===== src/rtl/counter_pkg.sv =====
// -----------------------------------------------------------------------------
// counter_pkg
// Shared constants and helpers for the modulo up/down counter and its
// prescaler.
//   MODE_WRAP / MODE_SAT : encoding of the Mode input
//   DIR_DOWN  / DIR_UP   : encoding of the Up_Down input
//   clog2_min1()         : register width for a 0..value-1 counter, never 0
// -----------------------------------------------------------------------------
package counter_pkg;

    localparam logic MODE_WRAP = 1'b0;
    localparam logic MODE_SAT  = 1'b1;
    localparam logic DIR_DOWN  = 1'b0;
    localparam logic DIR_UP    = 1'b1;

    // ceil(log2(value)), but at least 1 so a DIV=1 prescaler still has a
    // legal one-bit register.
    function automatic int clog2_min1(input int value);
        int w;
        w = 0;
        for (int i = 0; i < 31; i++) begin
            if ((64'(1) << i) < 64'(value)) begin
                w = i + 1;
            end
        end
        return (w < 1) ? 1 : w;
    endfunction

endpackage


===== src/rtl/counter_mod_updown_if.sv =====
// -----------------------------------------------------------------------------
// counter_mod_updown_if
// Control/status bundle of the modulo up/down counter.
//   Data         load value (N bits)
//   Set_Enable   synchronous load request
//   Count_Enable allow stepping on a prescaler tick
//   Up_Down      1 = up, 0 = down
//   Mode         0 = wrap, 1 = saturate
//   Q            current count (N bits)
//   TC           one-cycle terminal-count pulse
//   Sat          sticky blocked-step flag
// master: the side driving controls (user logic / bench)
// slave : the counter itself
// -----------------------------------------------------------------------------
interface counter_mod_updown_if #(
    parameter int N = 4
);
    logic [N-1:0] Data;
    logic         Set_Enable;
    logic         Count_Enable;
    logic         Up_Down;
    logic         Mode;
    logic [N-1:0] Q;
    logic         TC;
    logic         Sat;

    modport master (
        output Data, Set_Enable, Count_Enable, Up_Down, Mode,
        input  Q, TC, Sat
    );

    modport slave (
        input  Data, Set_Enable, Count_Enable, Up_Down, Mode,
        output Q, TC, Sat
    );
endinterface


===== src/rtl/tick_prescaler.sv =====
// -----------------------------------------------------------------------------
// tick_prescaler
// Free-running 0..DIV-1 cycle counter producing a one-clock step tick in the
// last cycle of each period.
//   CLK100MHZ in  board clock
//   reset     in  asynchronous active-low reset
//   restart   in  return to phase 0 on the next edge (used by counter loads)
//   tick      out high while the phase equals DIV-1 (constant 1 for DIV=1)
// -----------------------------------------------------------------------------
module tick_prescaler
    import counter_pkg::*;
#(
    parameter int DIV = 100000
) (
    input  logic CLK100MHZ,
    input  logic reset,
    input  logic restart,
    output logic tick
);

    localparam int         W    = clog2_min1(DIV);
    localparam logic [W-1:0] LAST = W'(DIV - 1);

    logic [W-1:0] cnt_q;
    logic [W-1:0] cnt_d;

    // For DIV=1 LAST is 0, so cnt_q is pinned at 0 and tick never drops.
    assign tick = (cnt_q == LAST);

    always_comb begin
        cnt_d = cnt_q + W'(1);
        if (restart || tick) begin
            cnt_d = '0;
        end
    end

    always_ff @(posedge CLK100MHZ or negedge reset) begin
        if (!reset) begin
            cnt_q <= '0;
        end else begin
            cnt_q <= cnt_d;
        end
    end

endmodule


===== src/rtl/counter_mod_updown.sv =====
// -----------------------------------------------------------------------------
// counter_mod_updown
// Modulo-MODULUS up/down counter with synchronous clamped load, wrap or
// saturate at the range boundary, registered terminal-count pulse and a
// sticky saturation flag. Steps are paced by an internal prescaler so the
// block runs straight off the board clock.
//   CLK100MHZ in  board clock
//   reset     in  asynchronous active-low reset
//   bus       slave modport of counter_mod_updown_if (Data, Set_Enable,
//             Count_Enable, Up_Down, Mode in; Q, TC, Sat out)
// Priority each edge: load > (tick & Count_Enable) step > hold.
// -----------------------------------------------------------------------------
module counter_mod_updown
    import counter_pkg::*;
#(
    parameter int N       = 4,
    parameter int MODULUS = 16,
    parameter int DIV     = 100000
) (
    input  logic                 CLK100MHZ,
    input  logic                 reset,
    counter_mod_updown_if.slave  bus
);

    localparam logic [N-1:0] MAXV = N'(MODULUS - 1);

    logic         tick;
    logic [N-1:0] q_q, q_d;
    logic         tc_q, tc_d;
    logic         sat_q, sat_d;

    // A load restarts the prescaler so the first step lands DIV clocks later.
    tick_prescaler #(
        .DIV(DIV)
    ) u_prescaler (
        .CLK100MHZ (CLK100MHZ),
        .reset     (reset),
        .restart   (bus.Set_Enable),
        .tick      (tick)
    );

    always_comb begin
        q_d   = q_q;
        tc_d  = 1'b0;
        sat_d = sat_q;
        if (bus.Set_Enable) begin
            // Out-of-range load values are clamped to the top of the range.
            q_d   = (bus.Data > MAXV) ? MAXV : bus.Data;
            sat_d = 1'b0;
        end else if (tick && bus.Count_Enable) begin
            if (bus.Up_Down == DIR_UP) begin
                if (q_q == MAXV) begin
                    tc_d = 1'b1;
                    if (bus.Mode == MODE_WRAP) begin
                        q_d = '0;
                    end else begin
                        sat_d = 1'b1;
                    end
                end else begin
                    q_d = q_q + N'(1);
                end
            end else begin
                if (q_q == '0) begin
                    tc_d = 1'b1;
                    if (bus.Mode == MODE_WRAP) begin
                        q_d = MAXV;
                    end else begin
                        sat_d = 1'b1;
                    end
                end else begin
                    q_d = q_q - N'(1);
                end
            end
        end
    end

    always_ff @(posedge CLK100MHZ or negedge reset) begin
        if (!reset) begin
            q_q   <= '0;
            tc_q  <= 1'b0;
            sat_q <= 1'b0;
        end else begin
            q_q   <= q_d;
            tc_q  <= tc_d;
            sat_q <= sat_d;
        end
    end

    assign bus.Q   = q_q;
    assign bus.TC  = tc_q;
    assign bus.Sat = sat_q;

endmodule


===== src/flat_wrapper.sv =====
// flat-port wrapper written by rule: the top's interface ports become plain ports
module counter_mod_updown_flat import counter_pkg::*;
#(
    parameter int N       = 4,
    parameter int MODULUS = 16,
    parameter int DIV     = 100000
)
  (CLK100MHZ, reset, bus_Data, bus_Set_Enable, bus_Count_Enable, bus_Up_Down, bus_Mode, bus_Q, bus_TC, bus_Sat);
  counter_mod_updown_if #(.N(N)) bus_i ();
  input  logic CLK100MHZ;
  input  logic reset;
  input wire logic [$bits(bus_i.Data)-1:0] bus_Data;
  input wire logic [$bits(bus_i.Set_Enable)-1:0] bus_Set_Enable;
  input wire logic [$bits(bus_i.Count_Enable)-1:0] bus_Count_Enable;
  input wire logic [$bits(bus_i.Up_Down)-1:0] bus_Up_Down;
  input wire logic [$bits(bus_i.Mode)-1:0] bus_Mode;
  output wire logic [$bits(bus_i.Q)-1:0] bus_Q;
  output wire logic [$bits(bus_i.TC)-1:0] bus_TC;
  output wire logic [$bits(bus_i.Sat)-1:0] bus_Sat;
  assign bus_i.Data = bus_Data;
  assign bus_i.Set_Enable = bus_Set_Enable;
  assign bus_i.Count_Enable = bus_Count_Enable;
  assign bus_i.Up_Down = bus_Up_Down;
  assign bus_i.Mode = bus_Mode;
  assign bus_Q = bus_i.Q;
  assign bus_TC = bus_i.TC;
  assign bus_Sat = bus_i.Sat;
  counter_mod_updown #(.N(N), .MODULUS(MODULUS), .DIV(DIV)) u_core (.CLK100MHZ(CLK100MHZ), .reset(reset), .bus(bus_i));
endmodule

===== config.mk =====
export PLATFORM = sky130hd
export DESIGN_NAME = counter_mod_updown_flat
export DESIGN_NICKNAME = d
export VERILOG_FILES = /design/src/rtl/counter_pkg.sv /design/src/rtl/counter_mod_updown_if.sv /design/src/rtl/tick_prescaler.sv /design/src/rtl/counter_mod_updown.sv /design/src/flat_wrapper.sv
export SDC_FILE = /design/constraint.sdc
export NUM_CORES = 1
export LEC_CHECK = 0
export BUFFER_PORTS_ARGS = -buffer_cell sky130_fd_sc_hd__buf_2
export CELL_PAD_IN_SITES_DETAIL_PLACEMENT = 2
export CELL_PAD_IN_SITES_GLOBAL_PLACEMENT = 2
export CORE_AREA = 8 8 69 71
export DETAILED_ROUTE_END_ITERATION = 10
export DIE_AREA = 0 0 77 79
export PLACE_DENSITY_LB_ADDON = 0.1
export SLEW_MARGIN = 20
export SYNTH_ARGS = -nofsm -noshare
export SYNTH_HDL_FRONTEND = slang
export SYNTH_SLANG_ARGS = --single-unit

===== constraint.sdc =====
create_clock -name CLK100MHZ -period 6.5 [get_ports CLK100MHZ]
set_clock_uncertainty 0.05 [all_clocks]
set_input_delay 0.65 -clock CLK100MHZ [delete_from_list [all_inputs] [get_ports CLK100MHZ]]
set_output_delay 0.65 -clock CLK100MHZ [all_outputs]
set_load 0.02 [all_outputs]

## Word-level counts from Yosys, hierarchy flattened

Index checks and enable logic that the tools add are counted.

- Input port bits: 10
- Output and inout bits: 6
- Register bits: 23

- Add/subtract/negate cells: 3
- Mux-type cells: 20
- Reductions and logical operators: 7
- Equal/unequal tests: 5
- Order comparisons: 1

Operators with widths:

| kind | count |
|---|---|
| 2-to-1 mux 4 bit | 8 |
| adder 17 x 1 -> 17 bit, second input constant | 1 |
| == test 17 bit, second input constant | 1 |
| 2-to-1 mux 17 bit | 1 |
| 2-to-1 mux 1 bit | 11 |
| inequality test 4 bit, second input constant | 2 |
| AND reduction 3 bit | 2 |
| adder 4 x 1 -> 4 bit, second input constant | 1 |
| == test 4 bit, second input constant | 1 |
| greater-than comparator 4 bit, second input constant | 1 |
| zero test 4 bit | 1 |
| subtractor 4 x 1 -> 4 bit, second input constant | 1 |
| inequality test 3 x 2 -> 1 bit, second input constant | 1 |
| nonzero test 3 bit | 1 |
| nonzero test 2 bit | 1 |
| logical AND 1 bit | 1 |
| logical OR 1 bit | 1 |

## Longest topological paths before layout

Gate-level depths: netlist of the first run.

- Depth in word-level cells: 5
- Gate-level depth with buffers: 7

## Cells and area by module

A second synthesis of the first run with hierarchy kept.

- Cells, all modules: 135
- Area, all modules: 1277.5 um2

Modules (own cells, without submodules):

| module | cells each | times used | area each (um2) |
|---|---|---|---|
| tick_prescaler | 87 | 1 | 848.3 |
| counter_mod_updown | 48 | 1 | 429.2 |

## Worst setup path before layout of the first run

Ideal clock, no wire load.

- Path kind: input to register
- Start point: in bus_Up_Down
- End point: reg u_core.q_q[3] (netlist: u_core.bus.Q[3])
- Cell stages on the path: 5
- Required time: 6.325 ns
- Setup slack: 4.285 ns
- Setup time: 0.125 ns
- Data arrival time: 2.041 ns
- Cells stage by stage: clkbuf_1 > or4b_2 > a21oi_2 > nor2_1 > mux2_2

- Word-level cells in the longest chain between the ends: 3
- Elaborated cells on any way between the ends: 6
- Those cells by class: 2 x eq/ne; 3 x mux; 1 x reduce/logical

Ends and longest elaborated chain:

| what | line | source |
|---|---|---|
| from (decl) | flat_wrapper.sv:15 | `input wire logic [$bits(bus_i.Up_Down)-1:0] bus_Up_Down;` |
| 2-to-1 mux 4 bit | counter_mod_updown.sv:51 | `if (bus.Up_Down == DIR_UP) begin` |
| 2-to-1 mux 4 bit | counter_mod_updown.sv:50 | `end else if (tick && bus.Count_Enable) begin` |
| 2-to-1 mux 4 bit | counter_mod_updown.sv:46 | `if (bus.Set_Enable) begin` |
| to (signal assigned) | counter_mod_updown.sv:83 | `q_q <= q_d;` |
| to (decl) | counter_mod_updown.sv:28 | `logic [N-1:0] q_q, q_d;` |

Several ways; a longest one is shown, not always the timed one. The select of a mux whose other input is x is not followed.
A chain may end at the register's enable or synchronous reset.

## Final worst setup path of the first run

- Start point: reg u_core.q_q[0] (netlist: u_core.bus.Q[0])
- End point: reg u_core.q_q[3] (netlist: u_core.bus.Q[3])

- Word-level cells in the longest chain between the ends: 5
- Elaborated cells on any way between the ends: 12
- Those cells by class: 2 x add/sub; 3 x eq/ne; 5 x mux; 2 x reduce/logical

Ends and longest elaborated chain:

| what | line | source |
|---|---|---|
| subtractor 4 x 1 -> 4 bit (tied with other cells) | counter_mod_updown.sv:71 | `q_d = q_q - N'(1);` |
| 2-to-1 mux 4 bit, on equally long branches | counter_mod_updown.sv:63, counter_mod_updown.sv:52 |  |
| 2-to-1 mux 4 bit | counter_mod_updown.sv:51 |  |
| 2-to-1 mux 4 bit | counter_mod_updown.sv:50 |  |
| 2-to-1 mux 4 bit | counter_mod_updown.sv:46 |  |

Several ways; a longest one is shown, not always the timed one. The select of a mux whose other input is x is not followed.

==> flow_summary_export.csv, run 1 <==
group,metric,value,unit
detailed_routing,dr.pass1.iters,4,
worst_setup_path,endpoint_kind,"flop",
power,power.density,192.4,nW/µm²
worst_setup_path,reg2reg_slack,4.18,ns
detailed_routing,drc,0,
detailed_routing,drt_wl_total,3258,µm
yosys,ys_seq_area_share,43.94,%
flow_run,drv_cap,0,
global_routing,grt_start_max_net_pins,24,
timing,rsz0062_at_grt,"false",
worst_setup_path,rr_endpoint,"u_core.bus.Q[3]$_DFFE_PN0P_",
worst_setup_path,crit_required,6.60,ns
worst_setup_path,crit_arrival,2.42,ns
worst_setup_path,cp-start-kind,"flop",
placement,dp_cells,201,
layout,final_cells,205,
floorplan,die_h,79,µm
layout,nets,169,
yosys,synth_cells,141,
worst_setup_path,rr_worst_depth,6,
floorplan,core,3799,µm²
worst_setup_path,r2r_start,"u_core.bus.Q[0]$_DFFE_PN0P_",
worst_setup_path,crit_family,"simple AND/OR/NAND/NOR gates",
detailed_routing,drt_iter0_markers,38,
yosys,yosys.cell_types.count,38,
power,p_leak,0.6457,nW
layout,antennaDiodeCount,0,
floorplan,ioPinCount,16,
worst_setup_path,critPathMaxFanout,9,
layout,drive_above_1_share,17.42,%
floorplan,initial_core_util,34.49,%
yosys,yosys-top-cells-area,"dfrtp_1 (44%), xor2_1 (6.0%), nor2_1 (5.4%)",
placement,place_congestion,0.7792,
detailed_routing,vias_per_cell,5.307,
timing,hold_viol,0,
timing,slew_viol_final,0,
cts,htreeDepth,1,
global_routing,grt_pass1_wl,5602,µm
global_routing,grtUsageTotal,11.16,%
global_routing,grt_pass1_vias,1151,
timing,fin_crit_sh,35.75,%
cts,cts_resized,0,
run_status,status,"completed",
cts,cts_setup_buffers,0,
worst_setup_path,worstSetupPathType,"flop to flop",
cts,cts.hold.buffers_added,0,
layout,final_common_cell,"dfrtp_1",
detailed_routing,wl_per_cell,15.89,µm
yosys,syn_area_per_cell,9.291,µm²
layout,final_cell_mix,"dfrtp_1 (23), nor2_1 (19), buf_2 (15)",
timing,finalSetupViolations,0,
floorplan,rows,23,
min_path,hold_class,"input pin to asynchronous set/reset pin",
cts,tritoncts,"built",
global_routing,antenna_found_initial,0,
detailed_routing,antenna_left,0,
global_routing,overflow,0,
cts,insertion_delay,0.26,ns
yosys,yosysWarnings,0,
cts,root_buffer,"clkbuf_8",
timing,relSlewSlack,64.74,%
yosys,synth_seq_cells,23,
yosys,synth_top_area_share,43.94,%
layout,syn2layout_area_growth,12.13,%
power,irDropWorstVdd,0.06448,mV
timing,fin_crit,2.324,ns
layout,fill_cells,444,
placement,place_hpwl,2510,µm
yosys,synth_fp_nets,154,
cts,clkTransAtPathRegs,0.08,ns
detailed_routing,dr_total_vias,1088,
yosys,syn_area,1310,µm²
worst_setup_path,crit_buf_inv,1,
layout,multi_input_area,688.2,µm²
timing,fmax,0.4303,GHz
timing,setup_tns,0,ns
yosys,yosys.area.top_type,"dfrtp_1",
timing,worst_slew_pin_slew,0.5289,ns
floorplan,chipWidth,77,µm
placement,port_buffers,15,
layout,regArea,575.6,µm²
floorplan,dieArea,6083,µm²
worst_setup_path,slowest_delay,0.63,ns
worst_setup_path,crit_slowest_cell,"or4b_2",
worst_setup_path,path_cells,"inv_1, ha_1, or4b_2, a21oi_2, nor2_1, mux2_2",
cts,clock_sinks,23,
cts,cts-buffers-inserted,3,
cts,cts_buffer_depth,2,
cell families (layout without fill, tap and decap cells):
logic type	after synthesis	after routing	synth area share, %
xor+xnor	14	14	9.360
flops	23	23	43.93
fa+ha+maj	3	3	2.866
buf+inv	11	25	3.534
compound gates	23	23	10.89
simple gates	65	65	27.80
mux	2	2	1.624
routing by layer:
metal	global-route usage, %	vias to the layer above	wire (µm)
li1	-	526	-
met1	14.73	554	1610
met2	17.93	6	1565
met3	2.370	2	65
met4	3.396	0	16
met5	0	-	0
power breakdown:
group	switching [mW]	internal, mW
clock	0.0439	0.0437
sequential	0.00867	0.147
combinational	0.0238	0.0152
worst register-to-register path: cells and delay by family (launching register included):
kind,cells,cell delay [ns]
AOI/OAI and AO/OA,1,0.33
DFF,1,0.48
and+or+nand+nor,2,0.73
adders and majority gates,1,0.20
buffers and inverters,1,0.15
muxes,1,0.27
Yosys cell counts (all sizes together):
cell and n:
a211oi 1, nor2 19, mux2 1, nor2b 1
or4b 2, nor4 1, clkbuf 3, nand2 8
nand3 9, xor2 9, a2111oi 1, a31oi 2
nor3 3, buf 2, a22o 2, nand4 6
and2 1, xnor2 5, nor4b 1, dfrtp 23
o21ai 8, mux2i 1, a21oi 6, or2 1
ha 3, and3 6, o21bai 2, nand2b 2
a22oi 1, or3 2, inv 6, or4 3
sequential cells by signal, summed over array words and instances, names as in the netlist:
name                      cells
u_core.bus.Q                  4
u_core.bus.TC                 1
u_core.bus.Sat                1
u_core.u_prescaler.cnt_q     17
how the worst max path moves through the flow:
stage	startpoint	endpoint	slack, ns	cells past startpoint
after floorplan	bus_Up_Down	u_core.bus.Q[3]$_DFFE_PN0P_	4.28	5
after global placement	bus_Up_Down	u_core.bus.Q[3]$_DFFE_PN0P_	4.21	5
after detailed placement	bus_Up_Down	u_core.bus.Q[3]$_DFFE_PN0P_	4.18	5
after CTS	u_core.bus.Q[0]$_DFFE_PN0P_	u_core.bus.Q[3]$_DFFE_PN0P_	4.18	6
after global routing	u_core.bus.Q[0]$_DFFE_PN0P_	u_core.bus.Q[3]$_DFFE_PN0P_	4.09	6
final	u_core.bus.Q[0]$_DFFE_PN0P_	u_core.bus.Q[3]$_DFFE_PN0P_	4.18	6
layout make-up:
cell class	instances	share of cell area (%)
Clock buffer	4	3.066
Inverter	6	1.533
Multi-Input combinational cell	107	46.85
Sequential cell	23	39.18
Tap cell	50	4.259
Timing Repair Buffer	15	5.111
metrics by stage:
step	area, µm²	hold slack [ns]	worst slack, ns	utilization, %	power [mW]
detailed placement	1424	0.4266	4.183	37.48	0.1986
CTS	1469	0.3234	4.184	38.67	0.2888
global placement	1424	0.4180	4.208	37.48	0.1973
floorplan	1310	0.3044	4.285	-	0.1819
finish	1469	0.3093	4.176	38.67	0.2826
global route	1469	0.3336	4.091	38.67	0.2986
Power figures use the tool's default switching activity.
==> run 2: changes to the inputs <==
--- a/config.mk
+++ b/config.mk
@@ -8,9 +8,9 @@
 export BUFFER_PORTS_ARGS = -buffer_cell sky130_fd_sc_hd__buf_2
 export CELL_PAD_IN_SITES_DETAIL_PLACEMENT = 2
 export CELL_PAD_IN_SITES_GLOBAL_PLACEMENT = 2
-export CORE_AREA = 8 8 69 71
+export CORE_AREA = 8 8 71 73
 export DETAILED_ROUTE_END_ITERATION = 10
-export DIE_AREA = 0 0 77 79
+export DIE_AREA = 0 0 79 81
 export PLACE_DENSITY_LB_ADDON = 0.1
 export SLEW_MARGIN = 20
 export SYNTH_ARGS = -nofsm -noshare
==> constraint.sdc (replaced) <==
create_clock -name CLK100MHZ -period 2.25 [get_ports CLK100MHZ]
set_clock_uncertainty 0.05 [all_clocks]
set_input_delay 0.225 -clock CLK100MHZ [delete_from_list [all_inputs] [get_ports CLK100MHZ]]
set_output_delay 0.225 -clock CLK100MHZ [all_outputs]
set_load 0.02 [all_outputs]
==> flow_summary_export.csv, run 2 (synthesis results as in run 1) <==
group,metric,value,unit
run_status,status,"completed",
global_routing,grt_pass1_wl,5968,µm
timing,hold_viol,0,
power,p_leak,0.6927,nW
timing,slew_viol_final,0,
cts,cts_buffer_depth,2,
cts,cts-buffers-inserted,3,
floorplan,initial_core_util,33.47,%
floorplan,chipWidth,79,µm
layout,largest_register_ffs,17,
power,irDropWorstVdd,0.2194,mV
worst_setup_path,crit_required,2.40,ns
floorplan,core,3914,µm²
worst_setup_path,crit_top_cell,"nand3_1",
layout,final_common_cell,"dfrtp_1",
worst_setup_path,path_cells,"or4_4, nor4_4, nand3_1, or4_1, nand3_1",
cts,insertion_delay,0.26,ns
global_routing,antenna_found_initial,0,
worst_setup_path,critPathMaxFanout,4,
placement,dp_slack,0.02061,ns
layout,final_cells,214,
cts,clkTransAtPathRegs,0.09,ns
timing,rsz0062_at_grt,"false",
cts,htreeDepth,1,
floorplan,rows,23,
flow_run,drv_cap,0,
cts,clock_sinks,23,
layout,syn2layout_area_growth,19.20,%
timing,worst_slew_pin_slew,0.5415,ns
timing,fin_crit_sh,94.04,%
global_routing,overflow,0,
layout,nets,178,
worst_setup_path,worstSetupPathType,"flop to flop",
timing,setup_ws,0.1341,ns
worst_setup_path,crit_arrival,2.27,ns
power,power.density,540.3,nW/µm²
layout,final_util,39.90,%
floorplan,die_h,81,µm
layout,top_register,"u_core.u_prescaler.cnt_q",
cts,root_buffer,"clkbuf_8",
floorplan,dieArea,6399,µm²
layout,drive_above_1_share,22.56,%
worst_setup_path,cp-start-kind,"flop",
detailed_routing,antenna_left,0,
detailed_routing,wl_per_cell,16.25,µm
global_routing,grt_pass1_vias,1209,
timing,fmax,0.4726,GHz
detailed_routing,drt_wl_total,3478,µm
layout,final_cell_mix,"dfrtp_1 (23), nor2_1 (19), buf_2 (15)",
timing,holdWs,0.1272,ns
detailed_routing,dr_total_vias,1108,
detailed_routing,drt_iter0_markers,44,
floorplan,ioPinCount,16,
cts,cts_setup_buffers,0,
worst_setup_path,endpoint_kind,"flop",
timing,setup_tns,0,ns
placement,place_area,1484,µm²
min_path,hold_class,"input pin to flop",
cts,tritoncts,"built",
worst_setup_path,slowest_delay,0.56,ns
timing,finalSetupViolations,0,
power,finalPower,843.6,µW
placement,place_hpwl,2628,µm
layout,post-route-cell-area,1562,µm²
layout,antennaDiodeCount,0,
detailed_routing,dr.pass1.iters,4,
placement,port_buffers,15,
timing,fin_crit,2.116,ns
global_routing,grtUsageTotal,11.57,%
placement,dp_cells,209,
timing,relSlewSlack,63.90,%
detailed_routing,vias_per_cell,5.178,
detailed_routing,drc,0,
placement,place_congestion,0.7454,
global_routing,grt_start_max_net_pins,24,
worst_setup_path,crit_slowest_cell,"or4_4",
-- run 2: cell count changes in the layout (fill, tap and decap cells not counted), sizes merged --
| cell | change |
|---|---|
| buf | +8 |
| dlygate4sd3 | +1 |
-- run 2: final timing paths --
path	from	to	slack, ns	cells after the start
worst max-delay path	u_core.u_prescaler.cnt_q[11]$_DFF_PN0_	u_core.bus.Q[2]$_DFFE_PN0P_	0.13	5
worst min-delay path	bus_Data[2]	u_core.bus.Q[2]$_DFFE_PN0P_	0.13	3
worst max register to register	u_core.u_prescaler.cnt_q[11]$_DFF_PN0_	u_core.bus.Q[2]$_DFFE_PN0P_	0.13	5
worst min register to register	u_core.u_prescaler.cnt_q[0]$_DFF_PN0_	u_core.u_prescaler.cnt_q[0]$_DFF_PN0_	0.45	1
max in group asynchronous	reset	u_core.u_prescaler.cnt_q[5]$_DFF_PN0_	1.37	2
min in group asynchronous	reset	u_core.u_prescaler.cnt_q[0]$_DFF_PN0_	0.42	2
-- run 2: layer usage --
metal  up-vias  share of wire [%]  global-route usage, %
li1        542                  -                      -
met1       550                 48                  14.25
met2        14                 50                  20.13
met3         2                2.2                  2.428
met4         0               0.32                  2.778
met5         -                  0                      0
-- run 2: report_power, final --
part	internal, mW	switching, mW	leakage, nW	total [mW]
clock	0.127	0.139	0.0228	0.265
sequential	0.426	0.0161	0.310	0.442
combinational	0.0552	0.0813	0.360	0.136
-- run 2: cell type report --
class | count | area [µm²]
clock buffer | 4 | 45.04
fill | 471 | 2352
inverter | 6 | 22.52
multi-input combinational | 107 | 710.7
sequential | 23 | 575.6
tap | 50 | 62.56
timing repair buffer | 24 | 145.1
-- run 2: repair_timing --
| item | in CTS | in global routing |
|---|---|---|
| setup endpoints to repair | 1 | 9 |
| pin swaps | 0 | 1 |
| hold buffers | 1 | 0 |
| endpoints found under the hold margin | 23 | 0 |
| resized for setup | 1 | 5 |
-- run 2: worst max-delay path: cells and delay by family (launching register included) --
kind | cells | cell delay [ns]
flip-flops | 1 | 0.43
AND/OR/NAND/NOR | 5 | 1.57
